**config.mk**
```make
export PLATFORM = sky130hd
export DESIGN_NAME = regfile_32x32
export DESIGN_NICKNAME = d
export VERILOG_FILES = /design/src/rtl/regfile_pkg.sv /design/src/rtl/decoder_5to32.sv /design/src/rtl/regfile_32x32.sv
export SDC_FILE = /design/constraint.sdc
export NUM_CORES = 2
export LEC_CHECK = 0
export BUFFER_PORTS_ARGS = -buffer_cell sky130_fd_sc_hd__buf_2
export CAP_MARGIN = 20
export CORE_MARGIN = 4
export CORE_UTILIZATION = 45
export CTS_CLUSTER_SIZE = 30
export DETAILED_ROUTE_END_ITERATION = 8
export PLACE_DENSITY = 0.66
export REMOVE_ABC_BUFFERS = 1
export SYNTH_ARGS = -nofsm -noshare
export SYNTH_HDL_FRONTEND = slang
export SYNTH_SLANG_ARGS = --single-unit
```
**constraint.sdc**
```tcl
create_clock -name clk -period 4.8 [get_ports clk]
set_input_delay 0.72 -clock clk [delete_from_list [all_inputs] [get_ports clk]]
set_output_delay 0.72 -clock clk [all_outputs]
set_load 0.005 [all_outputs]
```
**src/rtl/regfile_pkg.sv**
```systemverilog
// Shared register-file constants and types.
package regfile_pkg;
  localparam int REG_WIDTH  = 32;
  localparam int REG_ADDR_W = 5;
  localparam int REG_COUNT  = 32;
  localparam logic [REG_ADDR_W-1:0] REG_ZERO = 5'd0;

  typedef logic [REG_ADDR_W-1:0] reg_addr_t;
  typedef logic [REG_WIDTH-1:0]  reg_data_t;
endpackage

```
**src/rtl/decoder_5to32.sv**
```systemverilog
// 5-to-32 one-hot decoder; all outputs low when not enabled.
import regfile_pkg::*;

module decoder_5to32 (
  input  logic                 i_en,
  input  reg_addr_t            i_addr,
  output logic [REG_COUNT-1:0] o_row
);

  // Drive the single row selected by the address.
  always_comb begin
    o_row = '0;
    if (i_en) o_row[i_addr] = 1'b1;
  end

endmodule

```
**src/rtl/regfile_32x32.sv**
```systemverilog
// 32x32 register file with a one-entry write staging register.
// Entry 0 reads as zero and has no storage.
// Optional macro REGFILE_BYPASS_EN: forward the staged write to the read
// ports and tie hazard low; otherwise reads see the array only and hazard
// flags a read of a staged-but-uncommitted address.
import regfile_pkg::*;

module regfile_32x32 #(
  parameter int WIDTH      = 32,
  parameter int DEPTH_LOG2 = 5
) (
  input  logic                  clk,
  input  logic                  rst_n,
  input  logic                  wr_en,
  input  logic [DEPTH_LOG2-1:0] wr_addr,
  input  logic [WIDTH-1:0]      wr_data,
  input  logic [DEPTH_LOG2-1:0] rd_addr_a,
  input  logic [DEPTH_LOG2-1:0] rd_addr_b,
  output logic [WIDTH-1:0]      rd_data_a,
  output logic [WIDTH-1:0]      rd_data_b,
  output logic                  hazard
);

  logic                  r_stg_vld;
  logic [DEPTH_LOG2-1:0] r_stg_addr;
  logic [WIDTH-1:0]      r_stg_data;

  logic [REG_COUNT-1:0]            w_row_en;
  logic [REG_COUNT-1:0][WIDTH-1:0] w_mem;
  logic                            w_unused_row0;

  // Capture the write request; address-0 writes never become valid.
  always_ff @(posedge clk) begin
    if (!rst_n) begin
      r_stg_vld  <= 1'b0;
      r_stg_addr <= '0;
      r_stg_data <= '0;
    end else begin
      r_stg_vld <= wr_en && (wr_addr != REG_ZERO);
      if (wr_en) begin
        r_stg_addr <= wr_addr;
        r_stg_data <= wr_data;
      end
    end
  end

  decoder_5to32 u_dec (
    .i_en   (r_stg_vld),
    .i_addr (r_stg_addr),
    .o_row  (w_row_en)
  );

  // Row 0 is never written; its enable is intentionally dropped.
  assign w_unused_row0 = w_row_en[0];
  assign w_mem[0]      = '0;

  for (genvar g = 1; g < REG_COUNT; g++) begin : g_row
    logic [WIDTH-1:0] r_row;

    // Commit the staged data into this row when it is selected.
    always_ff @(posedge clk) begin
      if (!rst_n)           r_row <= '0;
      else if (w_row_en[g]) r_row <= r_stg_data;
    end

    assign w_mem[g] = r_row;
  end

`ifdef REGFILE_BYPASS_EN
  // Staged write is forwarded, so no read ever observes stale data.
  assign rd_data_a = (r_stg_vld && (rd_addr_a == r_stg_addr)) ? r_stg_data : w_mem[rd_addr_a];
  assign rd_data_b = (r_stg_vld && (rd_addr_b == r_stg_addr)) ? r_stg_data : w_mem[rd_addr_b];
  assign hazard    = 1'b0;
`else
  // Reads see the array only; upstream must stall while hazard is high.
  assign rd_data_a = w_mem[rd_addr_a];
  assign rd_data_b = w_mem[rd_addr_b];
  assign hazard    = r_stg_vld && ((rd_addr_a == r_stg_addr) || (rd_addr_b == r_stg_addr));
`endif

endmodule
```
# Yosys cells after proc, flatten, opt, wreduce, memory -nomap -nowiden
# Index checks and enable logic that the tools add are counted.
dict set report totals {
  elab_cells 52
  inputBits 50
  register_bits 1030
}
dict set report op_classes {
  n_mux 7
  n_eq_ne 2
  order_cmp 4
  n_reduce_logical 5
}
# operator n
set ops {}
lappend ops {{binary-select mux 32 bit (select 5 bit)} 2}
lappend ops {{two-way mux 32 bit} 3}
lappend ops {{less-than comparator 5 x 6 -> 1 bit (second input constant)} 3}
lappend ops {{equality test 5 bit} 2}
lappend ops {{demux 1 bit (select 5 bit)} 1}
lappend ops {{greater-or-equal comparator 5 x 1 -> 1 bit (second input constant)} 1}
lappend ops {{nonzero test 5 bit} 1}
lappend ops {{logical AND 1 bit} 3}
lappend ops {{logical OR 1 bit} 1}
lappend ops {{two-way mux 1 bit} 1}

# Longest topological paths before layout
dict set report depth {
  depth_word 5
  mapped_depth 9
}

# Modules after synthesis
# Synthesis repeated with hierarchy kept, for this count alone.
dict set report unflattened {
  cells_unflattened 5612
  area_unflattened_um2 56131.3
}
# module cells_each seq_area_each_um2 area_each_um2 n_inst
set by_module_without_submodules {}
lappend by_module_without_submodules {regfile_32x32 5565 20619.8 55901.1 1}
lappend by_module_without_submodules {decoder_5to32 47 0.0 230.2 1}

# Worst setup path before layout
# No wires, ideal clock.
dict set report synth_path {
  path_kind {in2out}
  start {in rd_addr_a[1]}
  end {out rd_data_a[10]}
  arrival_ns 2.099
  cell_stages 7
  path_buffers 2
  path_slack_ns 1.981
  cell_sequence {buf_2 -> clkbuf_1 -> mux2_2 -> a221oi_1 -> nor3_1 -> a31oi_1 -> nand3_1}
}
dict set report synth_between {
  elab_chain_len 2
}
# item line
set synth_lines {}
lappend synth_lines {{from (decl)} regfile_32x32.sv:17} ;# input logic [DEPTH_LOG2-1:0] rd_addr_a,
lappend synth_lines {{binary-select mux 32 bit (select 5 bit)} regfile_32x32.sv:76} ;# assign rd_data_a = w_mem[rd_addr_a];
lappend synth_lines {{two-way mux 32 bit (implied by the code)} regfile_32x32.sv:76}
lappend synth_lines {{to (decl)} regfile_32x32.sv:19} ;# output logic [WIDTH-1:0] rd_data_a,
# No other way between the ends. The select of a mux whose other input is x is not followed.

# Worst setup path after layout
dict set report layout_path {
  start {in rd_addr_b[0]}
  end {out rd_data_b[13]}
}
dict set report layout_between {
  elab_chain_len 2
}
# item line
set layout_lines {}
lappend layout_lines {{from (decl)} regfile_32x32.sv:18} ;# input logic [DEPTH_LOG2-1:0] rd_addr_b,
lappend layout_lines {{binary-select mux 32 bit (select 5 bit)} regfile_32x32.sv:77} ;# assign rd_data_b = w_mem[rd_addr_b];
lappend layout_lines {{two-way mux 32 bit (implied by the code)} regfile_32x32.sv:77}
lappend layout_lines {{to (decl)} regfile_32x32.sv:20} ;# output logic [WIDTH-1:0] rd_data_b,
# No other way between the ends. The select of a mux whose other input is x is not followed.

==> out/qor_table.md <==
| Item | Value | Unit |
|---|---|---|
| Reg-to-Reg End | g_row[27].r_row[15]$_SDFFE_PN0P_ | - |
| Critical path start-end classification | in2out | - |
| Outcome | complete, no violations | - |
| Capturing element type of the critical path | primary output | - |
| Most used standard cell by instance count after synthesis | sky130_fd_sc_hd__nand2_1 | - |
| Launch instance of the worst min-delay path | wr_data[13] | - |
| Post-synthesis simple-gate area fraction | 0.189 | - |
| Total standard cell area after synthesis | 0.0552 | sq mm |
| Most common flop cell mapped by yosys | sky130_fd_sc_hd__dfxtp_1 | - |
| Maximum vdd ir drop | 262 | uV |
| Achievable frequency | 0.240 | GHz |
| Critical path fanouts, max | 33 | - |
| Area used by multi-input combinational logic | 0.0320 | sq mm |
| Final hold slack | 0.257 | ns |
| TritonCTS clock tree | done | - |
| Number of iterations in the first detailed-routing pass | 8 | - |
| Global placer's final weighted congestion | 0.890 | - |
| Number of max-slew violations in the final report | 0 | - |
| Count of state elements after synthesis | 1030 | - |
| Dominant cell type by area after synthesis | sky130_fd_sc_hd__dfxtp_1 | - |
| Hold violation count in the final report | 0 | - |
| Post-synthesis xor/xnor area fraction | 0.00159 | - |
| CTS Hold Buffers Added | 0 | - |
| Number of clock sinks seen by CTS | 1030 | - |
| Critical register-to-register path startpoint | r_stg_addr[1]$_SDFFE_PN0P_ | - |
| Setup repair after global routing missed its margin | false | - |
| Wire length of the first global-routing pass | 305000 | um |
| Clock transition at path regs | 0.06 | ns |
| Minimum period implied by the final worst setup slack | 4.17 | ns |
| Measured slew at the worst slew-check pin | 1.21 | ns |
| Leakage power figure | 21.8 | nW |
| Number of max-capacitance violations reported | 0 | - |
| Proportion of layout cells with a drive suffix above 1 | 0.104 | - |
| Portion of netlist area occupied by mux cells | 0.185 | - |
| Die footprint | 0.128 | sq mm |
| Total chip power | 19.3 | mW |
| Gate count of the mapped netlist | 6720 | - |
| List of most frequent post-synthesis cells | 2148 x sky130_fd_sc_hd__nand2_1, 1030 x sky130_fd_sc_hd__dfxtp_1, 805 x sky130_fd_sc_hd__mux2i_1, 530 x sky130_fd_sc_hd__a21boi_0, 463 x sky130_fd_sc_hd__a21boi_1 | - |
| Compound-gate portion of the synthesized area | 0.199 | - |
| Number of port buffers | 114 | - |
| Final worst path period share | 0.869 | - |
| Antenna violation net count after detailed routing | 0 | - |
| Placeable core area | 0.122 | sq mm |
| Average footprint of a synthesized cell | 8.22 | sq um |
| Area growth, synth to finish | 10.3 | % |
| WP data arrival | 3.45 | ns |
| Detail-routed net length per standard cell | 25.0 | um |
| Stage delay of the slowest cell on the critical path | 0.97 | ns |
| Vias after detailed routing | 50400 | - |
| Count of cell types in the netlist | 36 | - |
| Number of nets in the final layout | 6529 | - |
| Number of standard-cell rows in the floorplan | 128 | - |
| EDFF count, synth | 0 | - |
| I/O pins | 115 | - |
| Count of cells resized by post-cts repair | 0 | - |
| Detailed-placement wirelength estimate | 124000 | um |
| CTS H-tree lvls | 3 | - |
| Floorplan die height | 358 | um |
| Area fraction of the dominant cell type after synthesis | 0.373 | - |
| Layout filler cell count | 11300 | - |
| Chain of cells forming the critical path | buf_4, nor2b_4, a221oi_1, nor3_1, a31oi_1, nand3_1, buf_2 | - |
| Min-delay worst type | in2reg | - |
| Share of async-settable or async-resettable flops after synthesis | 0 | - |
| Cell at the slowest stage of the critical path | sky130_fd_sc_hd__nor2b_4 | - |
| Leading cell types by total area after synthesis | sky130_fd_sc_hd__dfxtp_1 37%, sky130_fd_sc_hd__nand2_1 15%, sky130_fd_sc_hd__mux2i_1 15%, sky130_fd_sc_hd__a21boi_0 7.2%, sky130_fd_sc_hd__a21boi_1 6.3% | - |
| Finish-stage setup viols | 0 | - |
| Sum of overflow across all layers after global routing | 0 | - |
| # Post-CTS Setup Buffers | 0 | - |
| Warnings from Yosys | 0 | - |
| Dominant combinational cell family by area after synthesis | compound AO/OA/AOI/OAI gates | - |
| Routed vias/inst | 6.14 | - |
| Reg area | 0.0206 | sq mm |
| Antenna violations before repair | 17 | - |
| Horiz. Die Dim | 358 | um |
| Initial Utilization | 0.453 | - |
| Startpoint class of the critical path | input port | - |
| Pin count of the biggest net entering global routing | 137 | - |
| Overall global routing resource usage | 0.309 | - |
| Slew headroom | 0.191 | - |
| Root buffer cell | sky130_fd_sc_hd__clkbuf_16 | - |
| Final Skew | 0.0222 | ns |
| Worst Path Required | 4.08 | ns |
| Clk Latency, worst-skew pair | 0.73 | ns |
| Setup slack of the worst register-to-register path | 1.55 | ns |
| Power density normalized to cell area | 317 | mW/mm^2 |
| Post-detailed-routing wire length | 205000 | um |
| Arithmetic-cell share of the synthesized area counting full adders, half adders and majority gates | 0 | - |
| Number of cells traversed by the worst hold path | 3 | - |
| Sink of the worst hold path | r_stg_data[13]$_SDFFE_PN0P_ | - |
| Share of the yosys chip area belonging to registers | 0.373 | - |
| Cell depth of the worst flop-to-flop path | 5 | - |
| Clock Path Buffers | 3 | - |
| Number of design-rule violations left by the first detailed-router iteration | 6240 | - |
| Number of global-route vias before repair | 47300 | - |
| Number of buffers created by CTS | 108 | - |
| Final routed DRC violation total | 0 | - |
==> final cells by class <==
class | instances | share of cell area
clock inverters | 29 | 0.00548
flip-flops and latches | 1030 | 0.338
diodes | 10 | 0.000410
multi-input cells | 5029 | 0.525
clock buffers | 170 | 0.0553
repair buffers | 310 | 0.0420
well taps | 1625 | 0.0334
==> worst max-delay path: cells and delay by family <==
kind,cells,cell delay (ns)
buffers and inverters,2,0.46
AO/OA/AOI/OAI,2,0.48
AND/OR/NAND/NOR,3,1.72
==> report_power, final <==
group,internal [mW],switching (mW),leakage [nW]
clock network,5.16,3.65,1.84
logic,0.655,1.25,11.6
registers,8.58,0.0376,8.30
==> per-layer routing <==
metal  routed length [um]  part of all wire  track usage
met1                83500              0.41        0.415
met2                88400              0.43        0.465
met4                10800             0.053        0.153
met3                22500              0.11       0.0708
met5                   73           0.00036            0
==> flip-flops by register name (all words and copies together), names as in the netlist <==
| name | cells |
|---|---|
| r_stg_data | 32 |
| g_row.r_row | 992 |
| r_stg_vld | 1 |
| r_stg_addr | 5 |
==> per-stage QoR <==
step	std cells	util	setup WS (ns)	setup TNS, ns	area [sq um]
final	8203	0.500	0.627	0	61000
after global routing	8193	0.500	0.657	0	60900
after CTS	8192	0.500	0.777	0	60900
after detailed placement	7993	0.469	0.781	0	57200
after global placement	7990	0.469	0.790	0	57100
after floorplan	6059	-	-0.482	-30.82	52400
==> worst max path at each step <==
stage	from	endpoint	slack [ns]	depth (start not counted)
2_1_floorplan	rd_addr_a[2]	rd_data_a[0]	-0.48	4
3_3_place_gp	rd_addr_b[0]	rd_data_b[30]	0.79	8
3_5_place_dp	rd_addr_b[0]	rd_data_b[13]	0.78	7
4_1_cts	rd_addr_b[0]	rd_data_b[13]	0.78	7
5_1_grt	rd_addr_b[0]	rd_data_b[23]	0.66	7
6_report	rd_addr_b[0]	rd_data_b[13]	0.63	7
==> layout by cell type (no fill, tap or decap), drive strengths merged, types with 7 or more instances in the layout <==
master  Yosys  layout
a22oi     256     256
a221oi     64      64
nor2b     109     109
mux2i     805     805
clkbuf    415     170
dfxtp    1030    1030
bufinv      0       7
nand3     196     196
mux2       64      64
diode       0      10
a21oi     128     128
mux4       64      64
nand2    2148    2148
nor3       67      67
nor2       33      33
buf       246     310
clkinv      0      20
a21boi    993     993
a31oi      64      64
==> logic make-up after synthesis <==
group	Yosys count
multiplexers	933
flip-flops	1030
AO/OA/AOI/OAI	1506
AND/OR/NAND/NOR	2580
buffers and inverters	661
XOR/XNOR	10
Power figures use the tool's default switching activity.
